$ cat src/rtl/riscv_pkg.sv
// rtl/riscv_pkg.sv - shared widths, encodings, state enum and EX/MEM entry layout
package riscv_pkg;

    localparam int DEF_DPW = 32;
    localparam int DEF_RAW = 5;

    // Control bits sit at the top of every packed entry: regwrite, memwrite, resultsrc[1:0]
    localparam int CTRL_W = 4;

    typedef enum logic [1:0] {
        RS_ALU = 2'b00,
        RS_MEM = 2'b01,
        RS_PC4 = 2'b10
    } resultsrc_e;

    typedef enum logic [1:0] {
        ST_EMPTY = 2'b00,
        ST_ONE   = 2'b01,
        ST_FULL  = 2'b10
    } skid_state_e;

    // Default-width view of one EX/MEM entry; the flat vectors in the datapath follow this field order
    typedef struct packed {
        logic               regwrite;
        logic               memwrite;
        logic [1:0]         resultsrc;
        logic [DEF_DPW-1:0] aluresult;
        logic [DEF_DPW-1:0] rd2;
        logic [DEF_DPW-1:0] pcplus4;
        logic [DEF_RAW-1:0] rd;
    } exmem_t;

    function automatic int entry_width(input int dpw, input int raw);
        return CTRL_W + 3 * dpw + raw;
    endfunction

endpackage

$ cat src/rtl/pipe_entry.sv
// rtl/pipe_entry.sv - one EX/MEM entry register with load enable and control-bit clear
module pipe_entry
    import riscv_pkg::*;
#(
    parameter int W = $bits(exmem_t)
) (
    input  logic         clk,
    input  logic         rst_n,
    input  logic         i_load,
    input  logic         i_clr,
    input  logic [W-1:0] i_d,
    output logic [W-1:0] o_q
);

    logic [W-1:0] r_q;

    // Clear wipes only the control bits so a flushed entry can never write; data may stay stale
    always_ff @(posedge clk or negedge rst_n) begin
        if (!rst_n) begin
            r_q <= '0;
        end else if (i_clr) begin
            r_q <= {{CTRL_W{1'b0}}, r_q[W-CTRL_W-1:0]};
        end else if (i_load) begin
            r_q <= i_d;
        end
    end

    assign o_q = r_q;

endmodule

$ cat src/rtl/ex_mem_skid_reg.sv
// rtl/ex_mem_skid_reg.sv - two-entry skid register between execute and memory stages
module ex_mem_skid_reg
    import riscv_pkg::*;
#(
    parameter int DPW = DEF_DPW,
    parameter int RAW = DEF_RAW
) (
    input  logic           clk,
    input  logic           rst_n,
    input  logic           flush,
    input  logic           validE,
    output logic           readyE,
    input  logic           regwriteE,
    input  logic           memwriteE,
    input  logic [1:0]     resultsrcE,
    input  logic [DPW-1:0] aluresultE,
    input  logic [DPW-1:0] Rd2E,
    input  logic [DPW-1:0] pcplus4E,
    input  logic [RAW-1:0] RdE,
    output logic           validM,
    input  logic           readyM,
    output logic           regwriteM,
    output logic           memwriteM,
    output logic [1:0]     resultsrcM,
    output logic [DPW-1:0] aluresultM,
    output logic [DPW-1:0] Rd2M,
    output logic [DPW-1:0] pcplus4M,
    output logic [RAW-1:0] RdM,
    output logic [1:0]     occupancy
);

    localparam int EW = entry_width(DPW, RAW);

    skid_state_e r_state;
    skid_state_e w_next;

    logic          w_accept;
    logic          w_main_load;
    logic          w_skid_load;
    logic [EW-1:0] w_e;
    logic [EW-1:0] w_main_d;
    logic [EW-1:0] w_main_q;
    logic [EW-1:0] w_skid_q;
    logic          w_regwrite_q;
    logic          w_memwrite_q;

    assign w_e      = {regwriteE, memwriteE, resultsrcE, aluresultE, Rd2E, pcplus4E, RdE};
    assign readyE   = (r_state != ST_FULL);
    assign w_accept = validE && readyE && !flush;
    // Only a FULL drain refills main from skid; every other main load comes from execute
    assign w_main_d = (r_state == ST_FULL) ? w_skid_q : w_e;

    // State register
    always_ff @(posedge clk or negedge rst_n) begin
        if (!rst_n) begin
            r_state <= ST_EMPTY;
        end else begin
            r_state <= w_next;
        end
    end

    // Next state and entry load enables; flush overrides every transfer
    always_comb begin
        w_next      = r_state;
        w_main_load = 1'b0;
        w_skid_load = 1'b0;
        if (flush) begin
            w_next = ST_EMPTY;
        end else begin
            case (r_state)
                ST_EMPTY: begin
                    if (w_accept) begin
                        w_next      = ST_ONE;
                        w_main_load = 1'b1;
                    end
                end
                ST_ONE: begin
                    if (w_accept && readyM) begin
                        w_main_load = 1'b1;
                    end else if (w_accept) begin
                        w_next      = ST_FULL;
                        w_skid_load = 1'b1;
                    end else if (readyM) begin
                        w_next = ST_EMPTY;
                    end
                end
                ST_FULL: begin
                    if (readyM) begin
                        w_next      = ST_ONE;
                        w_main_load = 1'b1;
                    end
                end
                default: w_next = ST_EMPTY;
            endcase
        end
    end

    pipe_entry #(.W(EW)) u_main (
        .clk    (clk),
        .rst_n  (rst_n),
        .i_load (w_main_load),
        .i_clr  (flush),
        .i_d    (w_main_d),
        .o_q    (w_main_q)
    );

    pipe_entry #(.W(EW)) u_skid (
        .clk    (clk),
        .rst_n  (rst_n),
        .i_load (w_skid_load),
        .i_clr  (flush),
        .i_d    (w_e),
        .o_q    (w_skid_q)
    );

    assign {w_regwrite_q, w_memwrite_q, resultsrcM, aluresultM, Rd2M, pcplus4M, RdM} = w_main_q;

    assign validM    = (r_state != ST_EMPTY);
    assign regwriteM = w_regwrite_q && validM;
    assign memwriteM = w_memwrite_q && validM;

    // Occupancy decoded from state
    always_comb begin
        case (r_state)
            ST_ONE:  occupancy = 2'd1;
            ST_FULL: occupancy = 2'd2;
            default: occupancy = 2'd0;
        endcase
    end

endmodule

$ cat config.mk
export PLATFORM = sky130hd
export DESIGN_NAME = ex_mem_skid_reg
export DESIGN_NICKNAME = d
export VERILOG_FILES = /design/src/rtl/riscv_pkg.sv /design/src/rtl/pipe_entry.sv /design/src/rtl/ex_mem_skid_reg.sv
export SDC_FILE = /design/constraint.sdc
export NUM_CORES = 1
export LEC_CHECK = 0
export ABC_AREA = 1
export CAP_MARGIN = 20
export CORE_UTILIZATION = 46
export CTS_CLUSTER_SIZE = 24
export DETAILED_ROUTE_END_ITERATION = 10
export HOLD_SLACK_MARGIN = 0.08
export PLACE_DENSITY = 0.76
export SKIP_CTS_REPAIR_TIMING = 1
export SLEW_MARGIN = 25
export SYNTH_ARGS = -nofsm -noshare
export SYNTH_HDL_FRONTEND = slang
export SYNTH_SLANG_ARGS = --single-unit
export TNS_END_PERCENT = 20
$ cat constraint.sdc
create_clock -name clk -period 1.4 [get_ports clk]
set_input_delay 0.21 -clock clk [delete_from_list [all_inputs] [get_ports clk]]
set_output_delay 0.21 -clock clk [all_outputs]
set_load 0.03 [all_outputs]
Word level (Yosys, flattened, before mapping)
Cells that the tools add are included.

cells by class
  reduce and logical (&&, ||, !) cells = 13
  multiplexer cells = 21
  bitwise logic cells = 1
  equality and inequality tests = 7

operator list
  operator                                              count
  2-to-1 mux 105 bit                                    5
  2-to-1 mux 2 bit                                      6
  != test 3 bit (second input constant)                 3
  2-to-1 mux 1 bit                                      7
  one-hot mux 2 bit (3 select lines)                    1
  nonzero test 2 bit                                    3
  logical AND 1 bit                                     5
  != test 4 bit (second input constant)                 1
  one-hot mux 2 bit (2 select lines)                    1
  AND reduction 2 bit                                   2
  AND reduction 4 bit                                   1
  one-hot mux 1 bit (3 select lines)                    1
  equality test 2 x 1 -> 1 bit (second input constant)  1
  equality test 2 bit (second input constant)           1
  logical NOT 2 bit                                     1
  != test 2 bit (second input constant)                 1
  logical NOT 1 bit                                     1
  inverter 1 bit                                        1

word-level totals
  input port bits = 110
  register bits after elaboration = 212
  logic and storage cells = 47
  output and inout bits = 109

Depth between registers and ports, before layout
  word-level depth = 9
  depth in mapped cells = 9

Hierarchy
From an unflattened synthesis, not the netlist that was laid out.

unflattened totals
  cells, all modules = 1,285
  area, all modules = 9,903.2 µm²

by module, submodules not included
  module           sequential area each (µm²)  instances  area each (µm²)  cells an instance
  pipe_entry       2,627.5                     2          4,189.0          457
  ex_mem_skid_reg  50.0                        1          1,525.2          371

Least setup slack after synthesis
Ideal clock, no wire load.

  path kind = flip-flop to flip-flop
  from = register r_state[0]
  to = register u_main.r_q[62], in the netlist u_main.o_q[62]
  library setup time = 0.123 ns
  setup slack = -0.096 ns
  path buffers = 2
  required time = 1.277 ns
  clock period less this slack = 1.496 ns
  data arrival time = 1.373 ns
  cell stages (with the launch flop) = 9
  cells stage by stage = dfrtp_1 -> nor2_2 -> inv_2 -> nand2_1 -> nand2_2 -> buf_6 -> buf_2 -> o21ai_0 -> nand2_1

between the ends
  cells in the longest elaborated chain, start to end = 8
  elaborated cells between the ends (all ways) = 13
  those cells by class = eq/ne: 3; mux: 5; reduce/logical: 5

ends and longest elaborated chain
  element                             line                   text
  start, declared                     ex_mem_skid_reg.sv:34  skid_state_e r_state;
  start signal, assigned              ex_mem_skid_reg.sv:58  r_state <= w_next;
  != test 2 bit                       ex_mem_skid_reg.sv:48  assign readyE = (r_state != ST_FULL);
  logical AND 1 bit (2 in series)     ex_mem_skid_reg.sv:49  assign w_accept = validE && readyE && !flush;
  logical AND 1 bit                   ex_mem_skid_reg.sv:78  if (w_accept && readyM) begin
  2-to-1 mux 1 bit                    ex_mem_skid_reg.sv:78
  one-hot mux 1 bit (3 select lines)  ex_mem_skid_reg.sv:70  case (r_state)
  2-to-1 mux 1 bit                    ex_mem_skid_reg.sv:67  if (flush) begin
  AND reduction 2 bit (no line)       n/a
  end signal, assigned                pipe_entry.sv:22       r_q <= {{CTRL_W{1'b0}}, r_q[W-CTRL_W-1:0]};
  end signal, assigned                pipe_entry.sv:24       r_q <= i_d;
  end, declared                       pipe_entry.sv:15       logic [W-1:0] r_q;

Parallel ways exist; a longest one is shown, timed or not.
A chain may end at the register's enable or synchronous reset.

Final worst setup path
  from = register r_state[1]
  to = output readyE

between the ends
  cells in the longest elaborated chain, start to end = 1

ends and longest elaborated chain
  element        line                   text
  != test 2 bit  ex_mem_skid_reg.sv:48
  end, declared  ex_mem_skid_reg.sv:12  output logic readyE,

No other way between the ends.

==> reports/metrics.cfg <==
[synthesis]
synth_most_common_cell=nand2_1
yosys_warnings=0
syn_nets=1387
ys_top_cells_by_count=nand2_1, o21ai_0, dfrtp_1, buf_4, inv_1
seq_area_frac_synth_pct=51.8
ys.flop_type=dfrtp_1
synth_top_cell_area_share_pct=51.8
yosysTopAreaCell=dfrtp_1
syn_inst=1277
synth_edf_count=0
ys_top_cells_by_area=dfrtp_1, nand2_1, o21ai_0, buf_4, inv_1
yosys_register_bits=212
async_flop_share_pct=100
syn_avg_cell_area_um2=8.02
ys_types=18
synth_area_um2=10200

[clock_tree]
cts-root-buf=clkbuf_16
clock-sinks=212
insertion_delay_ns=0.52
numCtsBuffers=24
clk_pin_slew_ns=0.05
cts_htree_levels=1
ctsLongestPathBuffers=3
tritoncts=built

[critical_path]
start_kind=register
worst_ep_required_time_ns=1.19
critical_path_class=reg2out
crit_fanout=12
endpoint_kind=output port
arrival_ns=1.53
r2r-start=r_state[1]
crit_start=r_state[1]

[power]
fin_total_pwr_uw=23700
powerDensity_nw_per_um2=1800
peakVddDrop_uv=1270
power.leakage_uw=0.00693

[global_route]
grt_max_degree=102
antenna_found_initial=3
grt_use_total_pct=21.2
grt_pass1_wl_um=38900
grt_pass1_vias=7972
grt_overflow=0

[layout]
final_core_util_pct=60.2
area_growth_pct=28.3
drive_gt1_share_pct=12.9
nets=1514

[drt]
vias_per_cell=4.98
remaining_drc_errors=0
wire_per_inst_um=14.8
drt_iter0_drc=398
first_pass_iters=5
postRouteWirelength_um=25200
vias=8480
postRouteAntennaNets=0

[floorplanning]
fp.dieW_um=151
ioPinCount=219
core_area_um2=21800
rows=54
die_y_um=151
dieArea_um2=22900
initial_utilization_pct=46.9

[worst_hold_path]
min_path_type=in2reg
min-delay-start=flush

[run_status]
violations=setup timing
outcome=finished with violations

[timing]
hold_violations=0
drv_slew=0
setup_viol=123
setup_slack_ns=-0.335
maxSlewHeadroom_pct=66.6
grt_setup_unrepaired=yes
tightestPinTransition_ns=0.501
skew_ns=0.0179
min_period_ns=1.74
max_clock_freq_mhz=576
fin_crit_sh_pct=124

[placement]
port_buffers=218
dp_hpwl_um=15800
place_ws_ns=-0.398
gp_congestion=0.779

[run]
cap_violations=0

==> cells by family after synthesis <==
group                  count (synthesis)  share of synthesized area [%]
buffers and inverters                293                           15.7
AOI/OAI and AO/OA                    306                           15.0
and+or+nand+nor                      466                           17.5
DFF                                  212                           51.8
==> cell type report <==
| type | instances | area [um^2] |
|---|---|---|
| fill | 1898 | 8690 |
| antenna | 3 | 7.51 |
| sequential | 212 | 5310 |
| timing repair buffer | 283 | 2880 |
| tap | 280 | 350 |
| inverter | 111 | 424 |
| clock buffer | 33 | 686 |
| multi-input combinational | 772 | 3370 |
| clock inverter | 10 | 110 |
==> power by group <==
group          switching (uW)  internal [uW]  total (uW)
sequential               1100           8610        9700
combinational            4870           2850        7710
clock                    2490           3790        6280
==> final timing paths <==
kind	endpoint	slack, ns	cells after the start
min in group asynchronous	u_skid.o_q[62]	0.23	2
max in group asynchronous	u_skid.o_q[55]	0.61	3
setup / recovery	readyE	-0.34	4
setup reg to reg	u_main.o_q[69]	-0.17	8
hold reg to reg	u_main.o_q[37]	0.47	2
hold / removal	r_state[0]	0.11	4
==> through the flow <==
step / hold slack, ns / setup TNS (ns) / area (um^2) / instances
after global placement: 0.193 / -60.41 / 12200 / 1642
after global routing: 0.140 / -25.83 / 13100 / 1701
after CTS: -0.358 / -52.44 / 13000 / 1685
after detailed placement: 0.194 / -73.11 / 12200 / 1642
final: 0.108 / -13.42 / 13100 / 1704
after floorplan: -0.0856 / -2.85 / 10300 / 1277
==> critical path, cell delays in order, from the launching register on <==
cell and delay (ns):
dfrtp_2 0.47, nand2_4 0.12, buf_6 0.15, buf_16 0.15, buf_6 0.13
==> routing by layer <==
layer	vias to the layer above	share of wire (%)	GRT usage [%]
met5	-	0.060	0
met1	4025	44	28.6
li1	4170	-	-
met2	250	47	34.5
met4	2	1.5	4.55
met3	33	7.5	5.24
==> cell usage in the layout, fill, tap and decap left out, types with 12 or more instances in the layout <==
master,netlist,final
nand3_1,13,12
dfrtp_1,212,211
dlymetal6s2s_1,0,47
o21ai_0,292,223
clkbuf_16,0,28
o21ai_1,13,81
clkdlybuf4s50_1,0,107
nand2_1,439,437
buf_4,112,39
clkbuf_2,0,54
buf_12,0,22
inv_1,106,106
==> state kept, by name (all words and copies together), names as in the netlist <==
| name | cells |
|---|---|
| r_state | 2 |
| u_main.o_q | 105 |
| u_skid.o_q | 105 |
(Power assumes the default switching activity.)
